File: src/rtl/div_pkg.sv
// Shared definitions for the sequential divider.
//   state_t : FSM encoding (IDLE -> CALC -> DONE -> IDLE)
//   cnt_w() : width of the quotient-bit counter, $clog2(WIDTH_N+1)
package div_pkg;

  typedef enum logic [1:0] {
    S_IDLE = 2'd0,
    S_CALC = 2'd1,
    S_DONE = 2'd2
  } state_t;

  // Counter has to hold WIDTH_N itself, hence the +1.
  function automatic int cnt_w(input int width_n);
    return $clog2(width_n + 1);
  endfunction

endpackage

File: src/rtl/divider_seq_sign_mag_conv.sv
// Splits a value into {sign, magnitude}.
//   val  : input operand
//   sign : operand MSB when SIGNED, else 0
//   mag  : |val| held as an unsigned WIDTH-bit number, so the most-negative
//          value maps to 2^(WIDTH-1) with no overflow
module sign_mag_conv #(
  parameter int WIDTH  = 32,
  parameter bit SIGNED = 1'b0
) (
  input  logic [WIDTH-1:0] val,
  output logic             sign,
  output logic [WIDTH-1:0] mag
);

  assign sign = SIGNED ? val[WIDTH-1] : 1'b0;
  assign mag  = sign ? -val : val;

endmodule

File: src/rtl/divider_seq.sv
// Sequential restoring divider, one quotient bit per clock.
//   clk, rst_n            : clock (rising edge), async active-low reset
//   in_valid/in_ready     : operand handshake; in_ready is high only in IDLE
//   N, D                  : dividend (WIDTH_N) and divisor (WIDTH_D)
//   out_valid/out_ready   : result handshake; result held until accepted
//   Q, R, div_by_zero     : quotient, remainder, divide-by-zero flag
// SIGNED=1 treats operands as two's complement and truncates toward zero
// (remainder takes the dividend's sign).
module divider_seq
  import div_pkg::*;
#(
  parameter int WIDTH_N = 32,
  parameter int WIDTH_D = 16,
  parameter bit SIGNED  = 1'b0
) (
  input  logic               clk,
  input  logic               rst_n,
  input  logic               in_valid,
  output logic               in_ready,
  input  logic [WIDTH_N-1:0] N,
  input  logic [WIDTH_D-1:0] D,
  output logic               out_valid,
  input  logic               out_ready,
  output logic [WIDTH_N-1:0] Q,
  output logic [WIDTH_D-1:0] R,
  output logic               div_by_zero
);

  localparam int CNT_W = cnt_w(WIDTH_N);

  state_t             state;
  logic [WIDTH_N-1:0] dvd;   // dividend bits shift out the top, quotient bits shift in the bottom
  logic [WIDTH_D:0]   rem;
  logic [WIDTH_D-1:0] dsr;
  logic [CNT_W-1:0]   cnt;
  logic               sn, sq;

  logic               n_sign, d_sign;
  logic [WIDTH_N-1:0] n_mag;
  logic [WIDTH_D-1:0] d_mag;

  sign_mag_conv #(.WIDTH(WIDTH_N), .SIGNED(SIGNED)) u_n_conv (
    .val(N), .sign(n_sign), .mag(n_mag)
  );
  sign_mag_conv #(.WIDTH(WIDTH_D), .SIGNED(SIGNED)) u_d_conv (
    .val(D), .sign(d_sign), .mag(d_mag)
  );

  // One restoring step. rem < |D| before the shift, so its MSB is always
  // zero there and only the low WIDTH_D bits need to shift up.
  logic [WIDTH_D:0]   rem_sh, rem_nx;
  logic               q_bit;
  logic [WIDTH_N-1:0] quot_nx;
  logic               unused_rem_msb;

  always_comb begin
    rem_sh  = {rem[WIDTH_D-1:0], dvd[WIDTH_N-1]};
    q_bit   = (rem_sh >= {1'b0, dsr});
    rem_nx  = q_bit ? (rem_sh - {1'b0, dsr}) : rem_sh;
    quot_nx = {dvd[WIDTH_N-2:0], q_bit};
  end

  assign unused_rem_msb = rem[WIDTH_D];
  assign in_ready       = (state == S_IDLE);

  always_ff @(posedge clk or negedge rst_n) begin
    if (!rst_n) begin
      state       <= S_IDLE;
      dvd         <= '0;
      rem         <= '0;
      dsr         <= '0;
      cnt         <= '0;
      sn          <= 1'b0;
      sq          <= 1'b0;
      Q           <= '0;
      R           <= '0;
      div_by_zero <= 1'b0;
      out_valid   <= 1'b0;
    end else begin
      case (state)
        S_IDLE: begin
          if (in_valid) begin
            dvd <= n_mag;
            dsr <= d_mag;
            rem <= '0;
            sn  <= n_sign;
            sq  <= n_sign ^ d_sign;
            cnt <= CNT_W'(WIDTH_N);
            if (D == '0) begin
              // Result is loaded now; out_valid follows one edge later in DONE.
              Q           <= '1;
              R           <= N[WIDTH_D-1:0];
              div_by_zero <= 1'b1;
              state       <= S_DONE;
            end else begin
              state <= S_CALC;
            end
          end
        end
        S_CALC: begin
          dvd <= quot_nx;
          rem <= rem_nx;
          cnt <= cnt - CNT_W'(1);
          if (cnt == CNT_W'(1)) begin
            Q           <= sq ? -quot_nx : quot_nx;
            R           <= sn ? -rem_nx[WIDTH_D-1:0] : rem_nx[WIDTH_D-1:0];
            div_by_zero <= 1'b0;
            out_valid   <= 1'b1;
            state       <= S_DONE;
          end
        end
        S_DONE: begin
          if (out_valid && out_ready) begin
            out_valid <= 1'b0;
            state     <= S_IDLE;
          end else begin
            out_valid <= 1'b1;
          end
        end
        default: state <= S_IDLE;
      endcase
    end
  end

endmodule

File: config.mk
export PLATFORM = sky130hd
export DESIGN_NAME = divider_seq
export DESIGN_NICKNAME = d
export VERILOG_FILES = /design/src/rtl/div_pkg.sv /design/src/rtl/divider_seq_sign_mag_conv.sv /design/src/rtl/divider_seq.sv
export SDC_FILE = /design/constraint.sdc
export NUM_CORES = 1
export LEC_CHECK = 0
export BUFFER_PORTS_ARGS = -buffer_cell sky130_fd_sc_hd__buf_2
export CAP_MARGIN = 10
export CORE_UTILIZATION = 45
export CTS_BUF_LIST = sky130_fd_sc_hd__clkbuf_4
export CTS_CLUSTER_SIZE = 8
export DETAILED_ROUTE_END_ITERATION = 10
export PLACE_DENSITY = 0.74
export SYNTH_ARGS = -nofsm -noshare
export SYNTH_HDL_FRONTEND = slang
export SYNTH_HIERARCHICAL = 1
export SYNTH_SLANG_ARGS = --single-unit
export TNS_END_PERCENT = 1
File: constraint.sdc
create_clock -name clk -period 4.5 [get_ports clk]
set_input_delay 0.675 -clock clk [delete_from_list [all_inputs] [get_ports clk]]
set_output_delay 0.675 -clock clk [all_outputs]
set_load 0.03 [all_outputs]
## Word-level counts from Yosys, hierarchy flattened

Index checks and enable logic that the tools add are counted.

| word-level totals | value |
|---|---|
| register bits | 122 |
| input port bits | 52 |
| output and inout bits | 51 |

| operators by class | value |
|---|---|
| $lt $le $gt $ge | 1 |
| mux-type cells | 27 |
| reductions and logical operators | 10 |
| equality and inequality tests | 7 |
| $add $sub $neg | 2 |

Operators by type and width:

| operator | number |
|---|---|
| 32-bit two-way mux | 4 |
| 32-bit one-hot mux with 2 select lines | 2 |
| 16-bit two-way mux | 5 |
| 16-bit one-hot mux with 2 select lines | 2 |
| 17-bit by 16-bit >= comparator with 1-bit output | 1 |
| 16-bit logical NOT | 1 |
| 16-bit subtractor | 1 |
| 6-bit one-hot mux with 2 select lines | 1 |
| 2-bit two-way mux | 4 |
| 6-bit by 1-bit equality test with 1-bit output (second input constant) | 1 |
| 6-bit two-way mux | 1 |
| 2-bit inequality test (second input constant) | 3 |
| 2-bit one-hot mux with 3 select lines | 1 |
| 2-bit AND reduction | 3 |
| 6-bit by 1-bit subtractor with 6-bit output (second input constant) | 1 |
| 1-bit two-way mux | 5 |
| 1-bit one-hot mux with 2 select lines | 2 |
| 4-bit AND reduction | 1 |
| 2-bit nonzero test | 2 |
| 3-bit AND reduction | 1 |
| 2-bit by 1-bit equality test with 1-bit output (second input constant) | 1 |
| 2-bit equality test (second input constant) | 1 |
| 2-bit logical NOT | 1 |
| 2-bit by 1-bit inequality test with 1-bit output (second input constant) | 1 |
| 1-bit logical AND | 1 |

## Longest topological paths before layout

| depth | value |
|---|---|
| depth in word-level cells | 4 |
| mapped depth | 19 |
| mapped depth without buffers | 16 |

## Hierarchy

Netlist, hierarchy kept.

Modules (own cells, without submodules):

| module | sequential area each (µm²) | instances | cells an instance | area each (µm²) |
|---|---|---|---|---|
| divider_seq | 3,103.0 | 1 | 837 | 7,324.5 |
| sign_mag_conv (u_n_conv) | 0.0 | 1 | 34 | 251.5 |
| sign_mag_conv (u_d_conv) | 0.0 | 1 | 18 | 131.4 |

## Worst setup path after synthesis

OpenSTA, ideal clock, no wires.

| timing | value |
|---|---|
| kind | register -> register |
| from | register rem[3] |
| to | register R[14] |
| required time | 4.363 ns |
| cell stages (with the launch flop) | 17 |
| arrival | 3.866 ns |
| path slack | 0.497 ns |
| path buffers | 1 |
| path through | dfrtp_1 -> ha_1 -> a21oi_2 -> nand2_2 -> o31a_4 -> o21ai_4 -> nand2_2 -> inv_2 -> buf_2 -> mux2i_1 -> ha_1 -> or4b_2 -> nor3_1 -> a21oi_1 -> o41ai_2 -> xnor2_1 -> o22ai_1 |

| between the ends | value |
|---|---|
| cells in the longest elaborated chain, start to end | 4 |

RTL lines:

| element | RTL line | source |
|---|---|---|
| start, declared | divider_seq.sv:33 | `logic [WIDTH_D:0] rem;` |
| start signal, assigned | divider_seq.sv:102 | `rem <= rem_nx;` |
| 16-bit subtractor / 17-bit by 16-bit >= comparator with 1-bit output (equally long branches) | divider_seq.sv:59, divider_seq.sv:58 |  |
| 16-bit two-way mux (*) | divider_seq.sv:59 | `rem_nx = q_bit ? (rem_sh - {1'b0, dsr}) : rem_sh;` |
| 16-bit two-way mux (*) | divider_seq.sv:104 | `if (cnt == CNT_W'(1)) begin` |
| 16-bit one-hot mux with 2 select lines (*) | divider_seq.sv:80 | `case (state)` |
| end signal, assigned | divider_seq.sv:92 | `R <= N[WIDTH_D-1:0];` |
| end signal, assigned | divider_seq.sv:106 | `R <= sn ? -rem_nx[WIDTH_D-1:0] : rem_nx[WIDTH_D-1:0];` |
| end, declared | divider_seq.sv:25 | `output logic [WIDTH_D-1:0] R,` |

Mark *: on every way between the ends. The rest lies on a longest branch, timed or not. The select of a mux whose other input is x is not followed.
A chain may end at the register's enable or synchronous reset.

## Worst setup path in the final report

Same ends and word-level chain as after synthesis.

==> run summary <==
Status: completed
GRT Resource Usage Total: 0.232
Critical Path Max Stage Delay: 0.60 ns
Post-route design area: 0.00834 mm²
Async SR Flop Fraction: 1.00
Detailed-route via count: 6,630
Port Buffers: 102
CP cell instances: ha_1 > a21oi_2 > nand2_2 > o31a_4 > o21ai_4 > nand2_2 > inv_2 > mux2i_1 > ha_1 > or4b_2 > nor3_1 > a21oi_1 > o41ai_2 > xnor2_1 > o22ai_1
Mapped cell area: 0.00771 mm²
First-pass GRT wire length: 32,100 µm
Final period util: 0.924
Cell variety after synth: 74
Hold WS: 0.197 ns
Setup TNS: 0 ns
Routing usage on met1: 0.337
Resized cells post-CTS: 0
# hold bufs at CTS: 0
Most common cell after layout, fill and taps aside: dfrtp_1
Fin. max-slew vios: 0
Crit-path leading delay family: compound AO/OA/AOI/OAI gates
Gr ovfl total: 0
HPWL after DPL: 14,300 µm
Post-DRT Antenna Nets: 0
Global route hottest layer: met2
FF+latch count, synth: 124
H-tree depth: 4
Met3 Resource Use GR: 0.0471
Initial DRC Count: 607
Clock transition at path regs: 0.13 ns
Die area: 0.0177 mm²
# clock sinks: 124
Post-route setup slack: 0.342 ns
Leak: 4.17 nW
Core area: 0.0166 mm²
Area Overhead vs Synth: 8.26%
Die X: 133 µm
Rows: 47
DIE HEIGHT: 133 µm
CTS root buf: clkbuf_4
Initial core utilization: 0.463
Nets: 996
Post-CTS setup buffers: 0
Crit path time final: 4.16 ns
Least-Margin Pin Slew: 1.17 ns
Cells after synthesis: 889
DRC: 0
MaxCap Viol Count: 0
Seq/Total Area, Yosys: 0.403
Placed Area: 0.00805 mm²
Final Hold Fails: 0
Routed WL: 19,900 µm
Latest clock arrival within the worst-skew pair: 0.56 ns
Worst setup EP type: flop
Top Ports: 103
Number of global-route vias before repair: 6,074
Largest net degree at the start of global routing: 69
Pre-antenna DRT Iters: 7
HP Class: input port to asynchronous set/reset pin
Startpoint types: flop
Critical-path top delay cell: or4b_2
Maximum clock frequency: 241 MHz
CTS Buffer Depth: 2
Finished Core Util: 0.501
Synthesized Nets: 962
Num CTS Buffers: 17
Total power density per cell area: 239 mW/mm²
CP arrival: 4.58 ns
Global-route met2 utilization: 0.339
CTS tree: built
Slew headroom: 0.217
Final setup violation count: 0
Number of buffers and inverters on the critical path: 1
Worst-path maximum fanout: 6
DP Worst Slack: 0.372 ns
Routed vias/inst: 5.73
Setup CP Type: flop to flop
Layout Skew: 0.0190 ns
Routability cong.: 0.925
WL per Instance: 17.2 µm
Ys flop type: dfrtp_1
Yosys warnings: 6
Initial antenna violation count: 1
Worst IR Drop VDD: 207 µV
RSZ-0062 raised after global routing: false
Mean Syn Cell Area: 8.67 µm²
Share of layout cells above drive strength 1: 0.189
Commonest non-fill, non-tap cells in the layout: dfrtp_1 (124), nand2_1 (121), buf_2 (101), o21ai_0 (76), nor2_1 (63)
Post-synth EDFFs: 0
Req. time, crit path: 4.92 ns
worst paths after layout:
check | from | to | slack (ns) | depth (start not counted)
worst min-delay path | rst_n | dvd[18] | 0.20 | 1
worst max-delay path | rem[3] | R[14] | 0.34 | 15
min in group clk | N[18] | dvd[18] | 0.32 | 3
worst min register to register | div_by_zero | div_by_zero | 0.49 | 1
worst max register to register | rem[3] | R[14] | 0.34 | 15
max in group asynchronous | rst_n | R[7] | 3.38 | 2
flip-flops by register name (all words and copies together) (netlist names):
register,flops
Q,32
R,16
cnt,6
div_by_zero,1
dsr,16
dvd,32
out_valid,1
rem,16
sn,1
sq,1
state,2
cell type report:
cell class	count	area, µm²
sequential	124	3100
timing repair buffer	115	611
multi-input combinational	635	3950
antenna	1	2.50
clock buffer	17	128
fill	1597	8300
tap	220	275
inverter	30	113
clock inverter	15	164
Yosys cell counts (16+ instances only):
cell	instances	share of area
a21oi_1	45	0.029
a22oi_1	28	0.027
buf_4	50	0.049
clkbuf_1	34	0.017
dfrtp_1	124	0.40
ha_1	20	0.032
inv_1	29	0.014
mux2i_1	16	0.021
nand2_1	121	0.059
nand3_1	28	0.018
nor2_1	64	0.031
o21ai_0	76	0.049
xnor2_1	31	0.035
xor2_1	25	0.028
power breakdown:
part	switching, mW	internal [mW]
logic	0.0353	0.0184
registers	0.00000321	1.11
clock network	0.486	0.338
total	0.521	1.47
metrics by stage:
| step | cells | power [mW] |
|---|---|---|
| 2_1_floorplan | 889 | 1.17 |
| 5_1_grt | 1157 | 2.05 |
| 3_3_place_gp | 1124 | 1.19 |
| 4_1_cts | 1156 | 2.01 |
| 3_5_place_dp | 1124 | 1.19 |
| 6_report | 1157 | 1.99 |
worst reg2reg max path, stage by stage, from the launching register on:
cell and delay, ns:
dfrtp_1 0.45, ha_1 0.39, a21oi_2 0.17, nand2_2 0.09, o31a_4 0.40, o21ai_4 0.24, nand2_2 0.12, inv_2 0.08
mux2i_1 0.27, ha_1 0.28, or4b_2 0.60, nor3_1 0.16, a21oi_1 0.14, o41ai_2 0.40, xnor2_1 0.15, o22ai_1 0.09
kinds of logic after synthesis:
kind of cell	share of synthesized area
simple gates	0.179
compound gates	0.203
buf+inv	0.0891
flops	0.403
xor+xnor	0.0636
fa+ha+maj	0.0351
mux	0.0266
other cells	0.000974
routing by layer:
layer	vias to the layer above	share of wire
met5	-	0
met4	0	0.021
met3	35	0.069
met2	256	0.44
met1	3160	0.47
li1	3179	-
(Power assumes the default switching activity.)
